**config.mk**
```make
export PLATFORM = sky130hd
export DESIGN_NAME = dbg_trigger_flat
export DESIGN_NICKNAME = d
export VERILOG_FILES = /design/src/rtl/dbg_pkg.sv /design/src/rtl/dbg_trigger_if.sv /design/src/rtl/dbg_bp_match.sv /design/src/rtl/dbg_trigger.sv /design/src/flat_wrapper.sv
export SDC_FILE = /design/constraint.sdc
export NUM_CORES = 1
export LEC_CHECK = 0
export CORE_ASPECT_RATIO = 0.9
export CORE_MARGIN = 1
export CORE_UTILIZATION = 60
export CTS_BUF_LIST = sky130_fd_sc_hd__clkbuf_4 sky130_fd_sc_hd__clkbuf_8
export CTS_CLUSTER_DIAMETER = 60
export DETAILED_ROUTE_END_ITERATION = 8
export DONT_BUFFER_PORTS = 1
export PLACE_DENSITY = 0.82
export SKIP_CTS_REPAIR_TIMING = 1
export SLEW_MARGIN = 20
export SYNTH_ARGS = -nofsm -noshare
export SYNTH_HDL_FRONTEND = slang
export SYNTH_SLANG_ARGS = --single-unit
```
**constraint.sdc**
```tcl
create_clock -name clk -period 3.35 [get_ports clk]
set_clock_uncertainty 0.2 [all_clocks]
set_input_delay 0.67 -clock clk [delete_from_list [all_inputs] [get_ports clk]]
set_output_delay 0.67 -clock clk [all_outputs]
set_load 0.01 [all_outputs]
```
**src/rtl/dbg_pkg.sv**
```systemverilog
// Shared types for the debug trigger block: FSM states, halt causes and the
// comparator count limit. The STEP state exists only when DBG_STEP_EN is defined.
package dbg_pkg;

   localparam int MAX_NUM_BP = 8;

`ifdef DBG_STEP_EN
   typedef enum logic [1:0] {
      ST_RUN    = 2'd0,
      ST_REQ    = 2'd1,
      ST_HALTED = 2'd2,
      ST_STEP   = 2'd3
   } dbg_state_e;
`else
   typedef enum logic [1:0] {
      ST_RUN    = 2'd0,
      ST_REQ    = 2'd1,
      ST_HALTED = 2'd2
   } dbg_state_e;
`endif

   typedef enum logic [1:0] {
      CAUSE_NONE = 2'd0,
      CAUSE_BP   = 2'd1,
      CAUSE_EXT  = 2'd2,
      CAUSE_STEP = 2'd3
   } halt_cause_e;

endpackage

```
**src/rtl/dbg_trigger_if.sv**
```systemverilog
// Bundle of pipeline, config and debugger signals around the debug trigger.
// The master side drives pc/config/debugger requests, the slave side is the
// trigger itself. step_mode exists only when DBG_STEP_EN is defined.
interface dbg_trigger_if
   import dbg_pkg::*;
   #(parameter int NUM_BP = 4);

   logic [63:0]       pc;
   logic              pc_valid;
   logic              cfg_we;
   logic [2:0]        cfg_idx;
   logic [63:0]       cfg_wdata;
   logic [NUM_BP-1:0] cfg_en;
   logic              dbg_halt;
   logic              dbg_resume;
   logic              halt_req;
   logic              halt_ack;
   logic              halted;
   logic [1:0]        halt_cause;
   logic [63:0]       halt_pc;
`ifdef DBG_STEP_EN
   logic              step_mode;
`endif

   modport master (
`ifdef DBG_STEP_EN
      output step_mode,
`endif
      output pc, pc_valid, cfg_we, cfg_idx, cfg_wdata, cfg_en,
      output dbg_halt, dbg_resume, halt_ack,
      input  halt_req, halted, halt_cause, halt_pc
   );

   modport slave (
`ifdef DBG_STEP_EN
      input  step_mode,
`endif
      input  pc, pc_valid, cfg_we, cfg_idx, cfg_wdata, cfg_en,
      input  dbg_halt, dbg_resume, halt_ack,
      output halt_req, halted, halt_cause, halt_pc
   );

endinterface

```
**src/rtl/dbg_bp_match.sv**
```systemverilog
// Breakpoint register bank and per-comparator hit vector. A hit is reported
// against the register contents before any write landing on the same edge.
module dbg_bp_match
   import dbg_pkg::*;
   #(parameter int NUM_BP = 4)
   (
      input  logic              clk,
      input  logic              rst,
      input  logic              cfg_we,
      input  logic [2:0]        cfg_idx,
      input  logic [63:0]       cfg_wdata,
      input  logic [NUM_BP-1:0] cfg_en,
      input  logic [63:0]       pc,
      output logic [NUM_BP-1:0] hit_vec
   );

   logic [63:0] bp_regs [NUM_BP];

   // Breakpoint register writes; indices past the last comparator match nothing
   always_ff @(posedge clk) begin
      if (rst) begin
         for (int i = 0; i < NUM_BP; i++) begin
            bp_regs[i] <= '0;
         end
      end else if (cfg_we) begin
         for (int i = 0; i < NUM_BP; i++) begin
            if (cfg_idx == 3'(i)) begin
               bp_regs[i] <= cfg_wdata;
            end
         end
      end
   end

   // Full-width compare of pc against every enabled comparator
   always_comb begin
      hit_vec = '0;
      for (int i = 0; i < NUM_BP; i++) begin
         hit_vec[i] = cfg_en[i] && (pc == bp_regs[i]);
      end
   end

endmodule

```
**src/rtl/dbg_trigger.sv**
```systemverilog
// Debug trigger: PC breakpoints and external halt requests drive a halt
// handshake with the pipeline, then wait in HALTED for a resume.
// Optional single-step support is enabled with macro DBG_STEP_EN.
module dbg_trigger
   import dbg_pkg::*;
   #(parameter int NUM_BP = 4)
   (
      input logic          clk,
      input logic          rst,
      dbg_trigger_if.slave bus
   );

   dbg_state_e        state;
   dbg_state_e        state_next;
   halt_cause_e       cause_q;
   logic [63:0]       halt_pc_q;
   logic [63:0]       last_pc;
   logic              suppress;
   logic [NUM_BP-1:0] hit_vec;
   logic              bp_hit;

   dbg_bp_match #(.NUM_BP(NUM_BP)) u_match (
      .clk       (clk),
      .rst       (rst),
      .cfg_we    (bus.cfg_we),
      .cfg_idx   (bus.cfg_idx),
      .cfg_wdata (bus.cfg_wdata),
      .cfg_en    (bus.cfg_en),
      .pc        (bus.pc),
      .hit_vec   (hit_vec)
   );

   assign bp_hit = bus.pc_valid && (state == ST_RUN) && !suppress && (|hit_vec);

   // State register
   always_ff @(posedge clk) begin
      if (rst) begin
         state <= ST_RUN;
      end else begin
         state <= state_next;
      end
   end

   // Next-state: trigger, drain handshake, resume (optionally into single step)
   always_comb begin
      state_next = state;
      case (state)
         ST_RUN: begin
            if (bp_hit || bus.dbg_halt) begin
               state_next = ST_REQ;
            end
         end
         ST_REQ: begin
            if (bus.halt_ack) begin
               state_next = ST_HALTED;
            end
         end
         ST_HALTED: begin
            if (bus.dbg_resume) begin
`ifdef DBG_STEP_EN
               state_next = bus.step_mode ? ST_STEP : ST_RUN;
`else
               state_next = ST_RUN;
`endif
            end
         end
`ifdef DBG_STEP_EN
         ST_STEP: begin
            if (bus.pc_valid) begin
               state_next = ST_REQ;
            end
         end
`endif
         default: state_next = ST_RUN;
      endcase
   end

   // Cause/PC capture, last retired pc tracking and the post-resume suppress flag
   always_ff @(posedge clk) begin
      if (rst) begin
         cause_q   <= CAUSE_NONE;
         halt_pc_q <= '0;
         last_pc   <= '0;
         suppress  <= 1'b0;
      end else begin
         if (bus.pc_valid) begin
            last_pc <= bus.pc;
         end
         case (state)
            ST_RUN: begin
               if (bus.pc_valid) begin
                  suppress <= 1'b0;
               end
               if (bp_hit) begin
                  cause_q   <= CAUSE_BP;
                  halt_pc_q <= bus.pc;
               end else if (bus.dbg_halt) begin
                  cause_q   <= CAUSE_EXT;
                  halt_pc_q <= bus.pc_valid ? bus.pc : last_pc;
               end
            end
            ST_HALTED: begin
               if (bus.dbg_resume) begin
                  cause_q  <= CAUSE_NONE;
                  suppress <= 1'b1;
               end
            end
`ifdef DBG_STEP_EN
            ST_STEP: begin
               if (bus.pc_valid) begin
                  cause_q   <= CAUSE_STEP;
                  halt_pc_q <= bus.pc;
               end
            end
`endif
            default: ;
         endcase
      end
   end

   // Outputs are decoded from the state and the captured registers
   always_comb begin
      bus.halt_req   = (state == ST_REQ);
      bus.halted     = (state == ST_HALTED);
      bus.halt_cause = cause_q;
      bus.halt_pc    = halt_pc_q;
   end

endmodule

```
**src/flat_wrapper.sv**
```systemverilog
// flat-port wrapper written by rule: the top's interface ports become plain ports
module dbg_trigger_flat import dbg_pkg::*;
#(parameter int NUM_BP = 4)
  (clk, rst, bus_pc, bus_pc_valid, bus_cfg_we, bus_cfg_idx, bus_cfg_wdata, bus_cfg_en, bus_dbg_halt, bus_dbg_resume, bus_halt_ack, bus_halt_req, bus_halted, bus_halt_cause, bus_halt_pc);
  dbg_trigger_if #(.NUM_BP(NUM_BP)) bus_i ();
  input logic clk;
  input logic rst;
  input wire logic [$bits(bus_i.pc)-1:0] bus_pc;
  input wire logic [$bits(bus_i.pc_valid)-1:0] bus_pc_valid;
  input wire logic [$bits(bus_i.cfg_we)-1:0] bus_cfg_we;
  input wire logic [$bits(bus_i.cfg_idx)-1:0] bus_cfg_idx;
  input wire logic [$bits(bus_i.cfg_wdata)-1:0] bus_cfg_wdata;
  input wire logic [$bits(bus_i.cfg_en)-1:0] bus_cfg_en;
  input wire logic [$bits(bus_i.dbg_halt)-1:0] bus_dbg_halt;
  input wire logic [$bits(bus_i.dbg_resume)-1:0] bus_dbg_resume;
  input wire logic [$bits(bus_i.halt_ack)-1:0] bus_halt_ack;
  output wire logic [$bits(bus_i.halt_req)-1:0] bus_halt_req;
  output wire logic [$bits(bus_i.halted)-1:0] bus_halted;
  output wire logic [$bits(bus_i.halt_cause)-1:0] bus_halt_cause;
  output wire logic [$bits(bus_i.halt_pc)-1:0] bus_halt_pc;
  assign bus_i.pc = bus_pc;
  assign bus_i.pc_valid = bus_pc_valid;
  assign bus_i.cfg_we = bus_cfg_we;
  assign bus_i.cfg_idx = bus_cfg_idx;
  assign bus_i.cfg_wdata = bus_cfg_wdata;
  assign bus_i.cfg_en = bus_cfg_en;
  assign bus_i.dbg_halt = bus_dbg_halt;
  assign bus_i.dbg_resume = bus_dbg_resume;
  assign bus_i.halt_ack = bus_halt_ack;
  assign bus_halt_req = bus_i.halt_req;
  assign bus_halted = bus_i.halted;
  assign bus_halt_cause = bus_i.halt_cause;
  assign bus_halt_pc = bus_i.halt_pc;
  dbg_trigger #(.NUM_BP(NUM_BP)) u_core (.clk(clk), .rst(rst), .bus(bus_i));
endmodule
```
== Yosys cells after proc, flatten, opt, wreduce, memory -nomap -nowiden ==
Memory sizes are Yosys's and may differ from the RTL's.
Cells that the tools add are included.

* Flip-flop bits (word level): 133
* Latch bits: 0
* RAM bits: 256
* Bits in read-only memories: 0
* Input port bits: 142
* Word-level logic and storage cells: 77
* Memories kept: 1

* Add/sub/neg operators: 0
* $mul: 0
* Div/mod/pow operators: 0
* $lt $le $gt $ge: 0
* Equal/unequal tests: 14
* Shifts and indexed selects: 0
* Muxes and demuxes: 35
* Bitwise gates (word level): 4
* Reductions and logical operators: 18

{| class="wikitable"
|+ Memories
! name !! depth !! bits a word !! rd ports !! clocked after memory_dff !! wr ports !! RTL line !! source
|-
| u_core.u_match.bp_regs || 4 || 64 || 4 || 0 || 4 || dbg_bp_match.sv:17 || <nowiki>logic [63:0] bp_regs [NUM_BP];</nowiki>
|}

{| class="wikitable"
|+ Operators by type and width
! operator !! count
|-
| $mux W64 || 7
|-
| $eq A64 B64 Y1 || 4
|-
| $mux W1 || 20
|-
| $mux W2 || 5
|-
| $reduce_and A3 Y1 || 3
|-
| $ne A2 B2 Y1 const B || 4
|-
| $logic_and A1 B1 Y1 || 7
|-
| $eq A3 B2 Y1 const B || 2
|-
| $pmux W2 S3 || 1
|-
| $or A1 B1 Y1 || 4
|-
| $pmux W2 S2 || 1
|-
| $reduce_bool A2 Y1 || 2
|-
| $reduce_or A4 Y1 || 1
|-
| $eq A3 B1 Y1 const B || 1
|-
| $logic_not A3 Y1 || 1
|-
| $ne A3 B2 Y1 const B || 1
|-
| $eq A2 B1 Y1 const B || 1
|-
| $eq A2 B2 Y1 const B || 1
|-
| $logic_not A2 Y1 || 1
|-
| $pmux W1 S2 || 1
|-
| $reduce_and A2 Y1 || 1
|-
| $logic_not A1 Y1 || 1
|-
| $logic_or A1 B1 Y1 || 1
|}

== Logic depth before layout (Yosys ltp) ==
Gate-level depths: netlist of run 1.

* Word-level depth: 7
* Gate-level depth with buffers: 10
* Mapped depth without buffers: 7

== Cells and area by module ==
Synthesis of run 1 repeated with hierarchy kept, for this count alone.

* Cells, all modules: 1395
* Area, all modules: 17765.8 um^2

{| class="wikitable"
|+ By module, submodules not included
! module !! times used !! cells each !! area an instance (um^2) !! sequential area each (um^2)
|-
| dbg_bp_match || 1 || 954 || 12610.8 || 7687.4
|-
| dbg_trigger || 1 || 441 || 5154.9 || 2662.6
|}

== Least setup slack after synthesis of run 1 ==
No wires, ideal clock.

* Kind: in2reg
* Start: input rst
* End: memory u_core.u_match.bp_regs[0][0] (enable)
* Library setup time: 0.398 ns
* Arrival time: 2.740 ns
* Setup slack: 0.012 ns
* Stages: 5
* Path through: clkbuf_1 -> clkbuf_1 -> clkbuf_1 -> buf_1 -> a31o_2

{| class="wikitable"
|+ RTL lines
! element !! RTL line !! source
|-
| start, declared || flat_wrapper.sv:7 || <nowiki>input logic rst;</nowiki>
|-
| end, declared || dbg_bp_match.sv:17 ||
|}

==> results of run 1 <==
==> routing by layer <==
| metal | global-route usage | share of wire | wire, um |
|---|---|---|---|
| met1 | 0.485 | 0.38 | 24600 |
| met5 | 0 | 0.00076 | 49 |
| met2 | 0.561 | 0.46 | 29200 |
| met3 | 0.101 | 0.12 | 7850 |
| met4 | 0.141 | 0.039 | 2480 |
==> cells by family after synthesis <==
group / Yosys count / synth area share
AO/OA/AOI/OAI: 260 / 0.119
multiplexers: 65 / 0.0318
AND/OR/NAND/NOR: 697 / 0.204
buffers and inverters: 224 / 0.0528
XOR/XNOR: 201 / 0.0860
flip-flops: 389 / 0.506
==> power groups by stage <==
stage / Sequential, mW / Combinational [mW] / Clock (mW)
6_report: 5.69 / 1.07 / 4.60
5_1_grt: 5.71 / 1.14 / 4.81
4_1_cts: 5.68 / 1.04 / 4.58
3_5_place_dp: 5.78 / 1.04 / 0
3_3_place_gp: 5.77 / 1.01 / 0
2_1_floorplan: 5.70 / 0.875 / 0
==> cell type report <==
class | instances | share of cell area
Sequential cell | 389 | 0.464
Multi-Input combinational cell | 1223 | 0.410
Inverter | 45 | 0.00758
Tap cell | 455 | 0.0255
Clock buffer | 105 | 0.0592
Timing Repair Buffer | 47 | 0.0281
Antenna cell | 3 | 0.000337
Clock inverter | 11 | 0.00477
==> worst register-to-register path: stages, from the launching register on <==
cell and delay [ns]:
edfxtp_1 0.41, xor2_1 0.18, nor4_1 0.86, nand4_1 0.28, nor4_4 0.50, or4_4 0.28, buf_12 0.23, o211ai_2 0.15
==> path summary, 6_finish.rpt <==
check	startpoint	slack [ns]	depth (start not counted)	endpoint
worst max-delay path	u_core.u_match.bp_regs[3][44]	0.13	7	u_core.bus.halt_pc[37]
worst min-delay path	bus_cfg_wdata[34]	0.07	1	u_core.u_match.bp_regs[2][34]
worst max register to register	u_core.u_match.bp_regs[3][44]	0.13	7	u_core.bus.halt_pc[37]
worst min register to register	u_core.suppress	0.34	2	u_core.suppress
==> placed cells by master (no fill, tap or decap), types with 4 or more instances in the layout <==
master	instances
clkinv_1	5
nand2b_1	75
nor4_1	41
xor2_1	132
nand3_1	5
a31o_4	4
nor2b_1	72
buf_12	21
clkbuf_8	85
xnor2_1	69
o211ai_2	60
nor3_1	68
o41ai_1	65
inv_1	34
o211ai_1	4
and2_1	256
mux2i_1	65
o21ai_0	8
nor3b_1	64
o2bb2ai_1	10
buf_4	22
o22ai_1	15
nand4_1	26
nor3_2	4
clkbuf_4	20
inv_2	10
a22o_1	6
dfxtp_1	133
edfxtp_1	256
dlygate4sd3_1	4
a21oi_1	5
nor2_1	72
a221oi_1	66
nor4_4	4
==> state kept, by name, summed over array words and instances (netlist names) <==
name / count
u_core.u_match.bp_regs: 256
u_core.bus.halt_pc: 64
u_core.suppress: 1
u_core.state: 2
u_core.bus.halt_cause: 2
u_core.last_pc: 64
==> per-stage QoR <==
stage	power (mW)	instances	hold slack [ns]	util	area, um2
6_report	11.4	2278	0.0680	0.670	22300
5_1_grt	11.7	2275	0.000597	0.670	22300
4_1_cts	11.3	2271	-0.0521	0.669	22200
3_5_place_dp	6.82	2155	0.320	0.626	20800
3_3_place_gp	6.78	2155	0.307	0.626	20800
2_1_floorplan	6.58	1836	0.274	-	20500
==> impl_results.md, run 1 <==
- Outcome: completed
- CTS Buf Count: 66
- Clk Tree Root Cell: clkbuf_8
- DRC viols: 0
- # fillers: 2477
- First-pass GRT wire length: 93.2 mm
- Final worst slack: 0.133 ns
- DRT Wirelength: 64.2 mm
- Port bufs: 0
- Initial core utilization: 0.615
- Via density: 6.71
- Min Clock Period, post-route: 3.22 ns
- TritonCTS clock tree: done
- VDD IR max: 0.324 mV
- Vias in the first global route: 14500
- Synth Instances: 1836
- Initial antenna violation count: 6
- Gp weighted congestion: 1.03
- Starting DRT DRC Count: 2127
- Die ar.: 34900 um2
- NumNets Final: 1914
- Worst-skew pair later-pin latency: 0.60 ns
- Multi-input gate area: 9140 um2
- CP arrival: 3.46 ns
- Combinational Power Share: 0.095
- Switching portion of total power: 0.248
- Post-Place Setup Slack: -0.00115 ns
- Crit path max fanout: 25
- Post-synth ARST share: 0
- Vias: 15300
- CP Cell Sequence: xor2_1 -> nor4_1 -> nand4_1 -> nor4_4 -> or4_4 -> buf_12 -> o211ai_2
- P_sw: 2.81 mW
- Layout cells sized above 1: 0.135
- Primary FF master, synth: edfxtp_1
- Fmax: 311 MHz
- # clock sinks: 389
- Post-synthesis cell type count: 47
- Max Cap Viol: 0
- I/O pin total: 210
- Seq/Total Area, Yosys: 0.506
- Largest cells by area after synthesis: edfxtp_1 38%, dfxtp_1 13%, and2_1 7.9%
- Chip Height: 177 um
- Core box area: 33300 um2
- Startpoint Class: flop
- EDFF count, synth: 256
- Synthesized net count: 1978
- Grt ovf: 0
- Clock-pin slew on the worst setup and hold paths: 0.06 ns
- Clock share of power: 0.405
- Setup TNS: 0 ns
- Synth top cells by count: 257 x and2_1, 256 x edfxtp_1, 133 x dfxtp_1
- Max-slew violations: 0
- Yosys warns: 0
- H-tree depth: 3
- RSZ-0062 raised after global routing: false
- Critical Path RT: 3.60 ns
- Largest net degree at the start of global routing: 203
- Actual slew at the worst max-slew pin: 1.06 ns
- P_int: 8.55 mW
- Max stage delay on crit path: 0.86 ns
- Total track usage: 0.363
- Cell Pwr Density: 510 nW/um2
- Post-synthesis sequential element count: 389
- CP endpoint kind: flop
- Tcrit/Tclk final: 0.960
- Average routed wire per standard cell: 28.2 um
- Area Overhead vs Synth: 8.88%
- Sequential Power Share: 0.501
- CP delay by family, top: simple AND/OR/NAND/NOR gates
- Antenna viol nets, final: 0
- Top-count cell post-synth: and2_1
- DR pass1 iterations: 5
- Register Area: 10300 um2
- Critical path class: flop to flop
- DIE WIDTH: 197 um
- Post-Syn Area per Cell: 11.1 um2
- Slowest-stage cell, CP: nor4_1
- Rows: 63
- Synth top area share: 0.376
- Buf/Inv on CP: 1
- HPWL after detailed placement: 43.1 mm
- Rel. slew slack: 0.286
- Area leader, netlist: edfxtp_1
- Bufs on Longest Clock Path: 3
- Setup Viol. Count Final: 0
- Hold Crit Class: primary input to flop
- Synthesized area: 20500 um2
- Final Hold Viols: 0
- Leak: 8.13 nW
(Power assumes the default switching activity.)
==> run 2, diff against run 1 <==
--- a/config.mk
+++ b/config.mk
@@ -7,14 +7,14 @@
 export LEC_CHECK = 0
 export CORE_ASPECT_RATIO = 0.9
 export CORE_MARGIN = 1
-export CORE_UTILIZATION = 60
+export CORE_UTILIZATION = 70
 export CTS_BUF_LIST = sky130_fd_sc_hd__clkbuf_4 sky130_fd_sc_hd__clkbuf_8
 export CTS_CLUSTER_DIAMETER = 60
 export DETAILED_ROUTE_END_ITERATION = 8
 export DONT_BUFFER_PORTS = 1
-export PLACE_DENSITY = 0.82
+export PLACE_DENSITY = 0.89
 export SKIP_CTS_REPAIR_TIMING = 1
-export SLEW_MARGIN = 20
+export SLEW_MARGIN = 0
 export SYNTH_ARGS = -nofsm -noshare
 export SYNTH_HDL_FRONTEND = slang
 export SYNTH_SLANG_ARGS = --single-unit
==> constraint.sdc (replaced) <==
create_clock -name clk -period 4.04 [get_ports clk]
set_clock_uncertainty 0.2 [all_clocks]
set_input_delay 0.808 -clock clk [delete_from_list [all_inputs] [get_ports clk]]
set_output_delay 0.808 -clock clk [all_outputs]
set_load 0.01 [all_outputs]
==> impl_results.md, run 2 (synthesis gave the netlist of run 1 again) <==
- Bufs on Longest Clock Path: 3 (unchanged)
- Hold Crit Class: primary input to flop
- Layout cells sized above 1: 0.120 (-0.0143)
- Post-layout util: 0.749 (+0.0791)
- Core box area: 28900 um2 (-13%)
- Final Hold Viols: 0 (unchanged)
- Switching portion of total power: 0.259 (+0.0112)
- Fmax: 342 MHz (+10%)
- Grt ovf: 0 (unchanged)
- RSZ-0062 raised after global routing: false
- Area Overhead vs Synth: 5.63%
- Crit path max fanout: 47 (+88%)
- HPWL after detailed placement: 41.2 mm (-4.6%)
- P_sw: 2.31 mW (-18%)
- TritonCTS clock tree: done
- HP Start: rst
- Worst Setup SP: u_core.u_match.bp_regs[0][33]
- Initial antenna violation count: 6 (unchanged)
- Clock-pin slew on the worst setup and hold paths: 0.06 ns (about the same)
- Cell Pwr Density: 413 nW/um2 (-19%)
- Commonest cells after routing, fill and taps aside: 256 x and2_1, 256 x edfxtp_1, 133 x dfxtp_1
- Worst-skew pair later-pin latency: 0.64 ns (+0.04 ns)
- Min Clock Period, post-route: 2.92 ns (-0.295 ns)
- Clock share of power: 0.374 (-0.031)
- Outcome: completed
- Sequential Power Share: 0.528 (+0.027)
- Reg-to-Reg Start: u_core.u_match.bp_regs[0][33]
- Die ar.: 29900 um2 (-14%)
- Via density: 6.87 (+2.4%)
- P_int: 6.62 mW (-23%)
- NumNets Final: 1888 (-1.4%)
- H-tree depth: 2 (-1)
- Startpoint Class: flop
- Critical Path RT: 4.34 ns (+0.74 ns)
- Leak: 7.86 nW (-3.3%)
- Port bufs: 0 (unchanged)
- Antenna viol nets, final: 0 (unchanged)
- CTS Buf Count: 61 (-7.6%)
- Vias: 15100 (-1.4%)
- Max-slew violations: 0 (unchanged)
- Register bank with the most flops: u_core.u_match.bp_regs
- Setup TNS: 0 ns (unchanged)
- # clock sinks: 389 (unchanged)
- Total track usage: 0.412 (+0.0488)
- First-pass GRT wire length: 90.5 mm (-2.9%)
- DR pass1 iterations: 7 (+2)
- DIE WIDTH: 182 um (-7.3%)
- I/O pin total: 210 (unchanged)
- Combinational Power Share: 0.098 (+0.003)
- Critical path class: flop to flop
- CP endpoint kind: flop
- Actual slew at the worst max-slew pin: 1.10 ns (+0.0422 ns)
- CP arrival: 3.22 ns (-0.24 ns)
- Gp weighted congestion: 0.967 (-5.8%)
- Largest net degree at the start of global routing: 203 (unchanged)
- DRC viols: 0 (unchanged)
- Rel. slew slack: 0.262 (-0.0242)
- Initial core utilization: 0.709 (+0.0938)
- VDD IR max: 0.371 mV (+15%)
- Average routed wire per standard cell: 28.3 um (+0.45%)
- Chip Height: 164 um (-7.3%)
- Design Power: 8.93 mW (-21%)
- Starting DRT DRC Count: 2280 (+7.2%)
- DRT Wirelength: 62.1 mm (-3.3%)
- Tcrit/Tclk final: 0.723 (-0.237)
- Clk Tree Root Cell: clkbuf_8
- Max Cap Viol: 0 (unchanged)
- Vias in the first global route: 14400 (-1.1%)
- Max reg flops: 256 (unchanged)
- Setup Viol. Count Final: 0 (unchanged)
- Rows: 59 (-6.3%)
## run 2: worst max-delay path, stage by stage, from the launching register on
cell and delay (ns):
edfxtp_1 0.35, inv_1 0.13, o22ai_1 0.17, nor4_1 0.50, nand4_1 0.30, nor4_4 0.43, or4_4 0.22, buf_12 0.28
o211ai_1 0.17
## run 2: through the flow
stage | std cells | instance area [um2] | setup WS, ns | hold WS [ns]
2_1_floorplan | 1836 | 20500 | 0.564 | 0.274
3_3_place_gp | 2079 | 20400 | 0.788 | 0.305
3_5_place_dp | 2079 | 20400 | 0.809 | 0.323
4_1_cts | 2191 | 21600 | 1.19 | 0.0396
5_1_grt | 2192 | 21600 | 1.06 | 0.0475
6_report | 2194 | 21600 | 1.12 | 0.0691
## run 2: cell type report
type	instances	area (um2)
multi-input cells	1223	9110
inverters	45	169
repair buffers	26	295
fillers	1892	7240
clock buffers	88	1050
clock inverters	24	136
diodes	3	7.51
well taps	396	495
flip-flops and latches	389	10300
## run 2: power by group through the flow
stage | logic [mW] | clock network, mW | registers (mW)
5_1_grt | 0.927 | 3.49 | 4.73
2_1_floorplan | 0.725 | 0 | 4.73
6_report | 0.879 | 3.34 | 4.71
3_5_place_dp | 0.854 | 0 | 4.79
3_3_place_gp | 0.834 | 0 | 4.78
4_1_cts | 0.861 | 3.31 | 4.71
## run 2: routing by layer
metal	GRT usage	share of wire	vias up
met3	0.115	0.14	182
li1	-	-	6460
met4	0.200	0.049	2
met1	0.551	0.37	7278
met2	0.620	0.44	1156
met5	0	0.00013	-
## run 2: final timing paths
| kind | to | slack [ns] | depth (start not counted) |
|---|---|---|---|
| worst max-delay path | u_core.bus.halt_pc[63] | 1.12 | 8 |
| worst min-delay path | u_core.last_pc[9] | 0.07 | 1 |
| worst max register to register | u_core.bus.halt_pc[63] | 1.12 | 8 |
| worst min register to register | u_core.last_pc[47] | 0.34 | 2 |
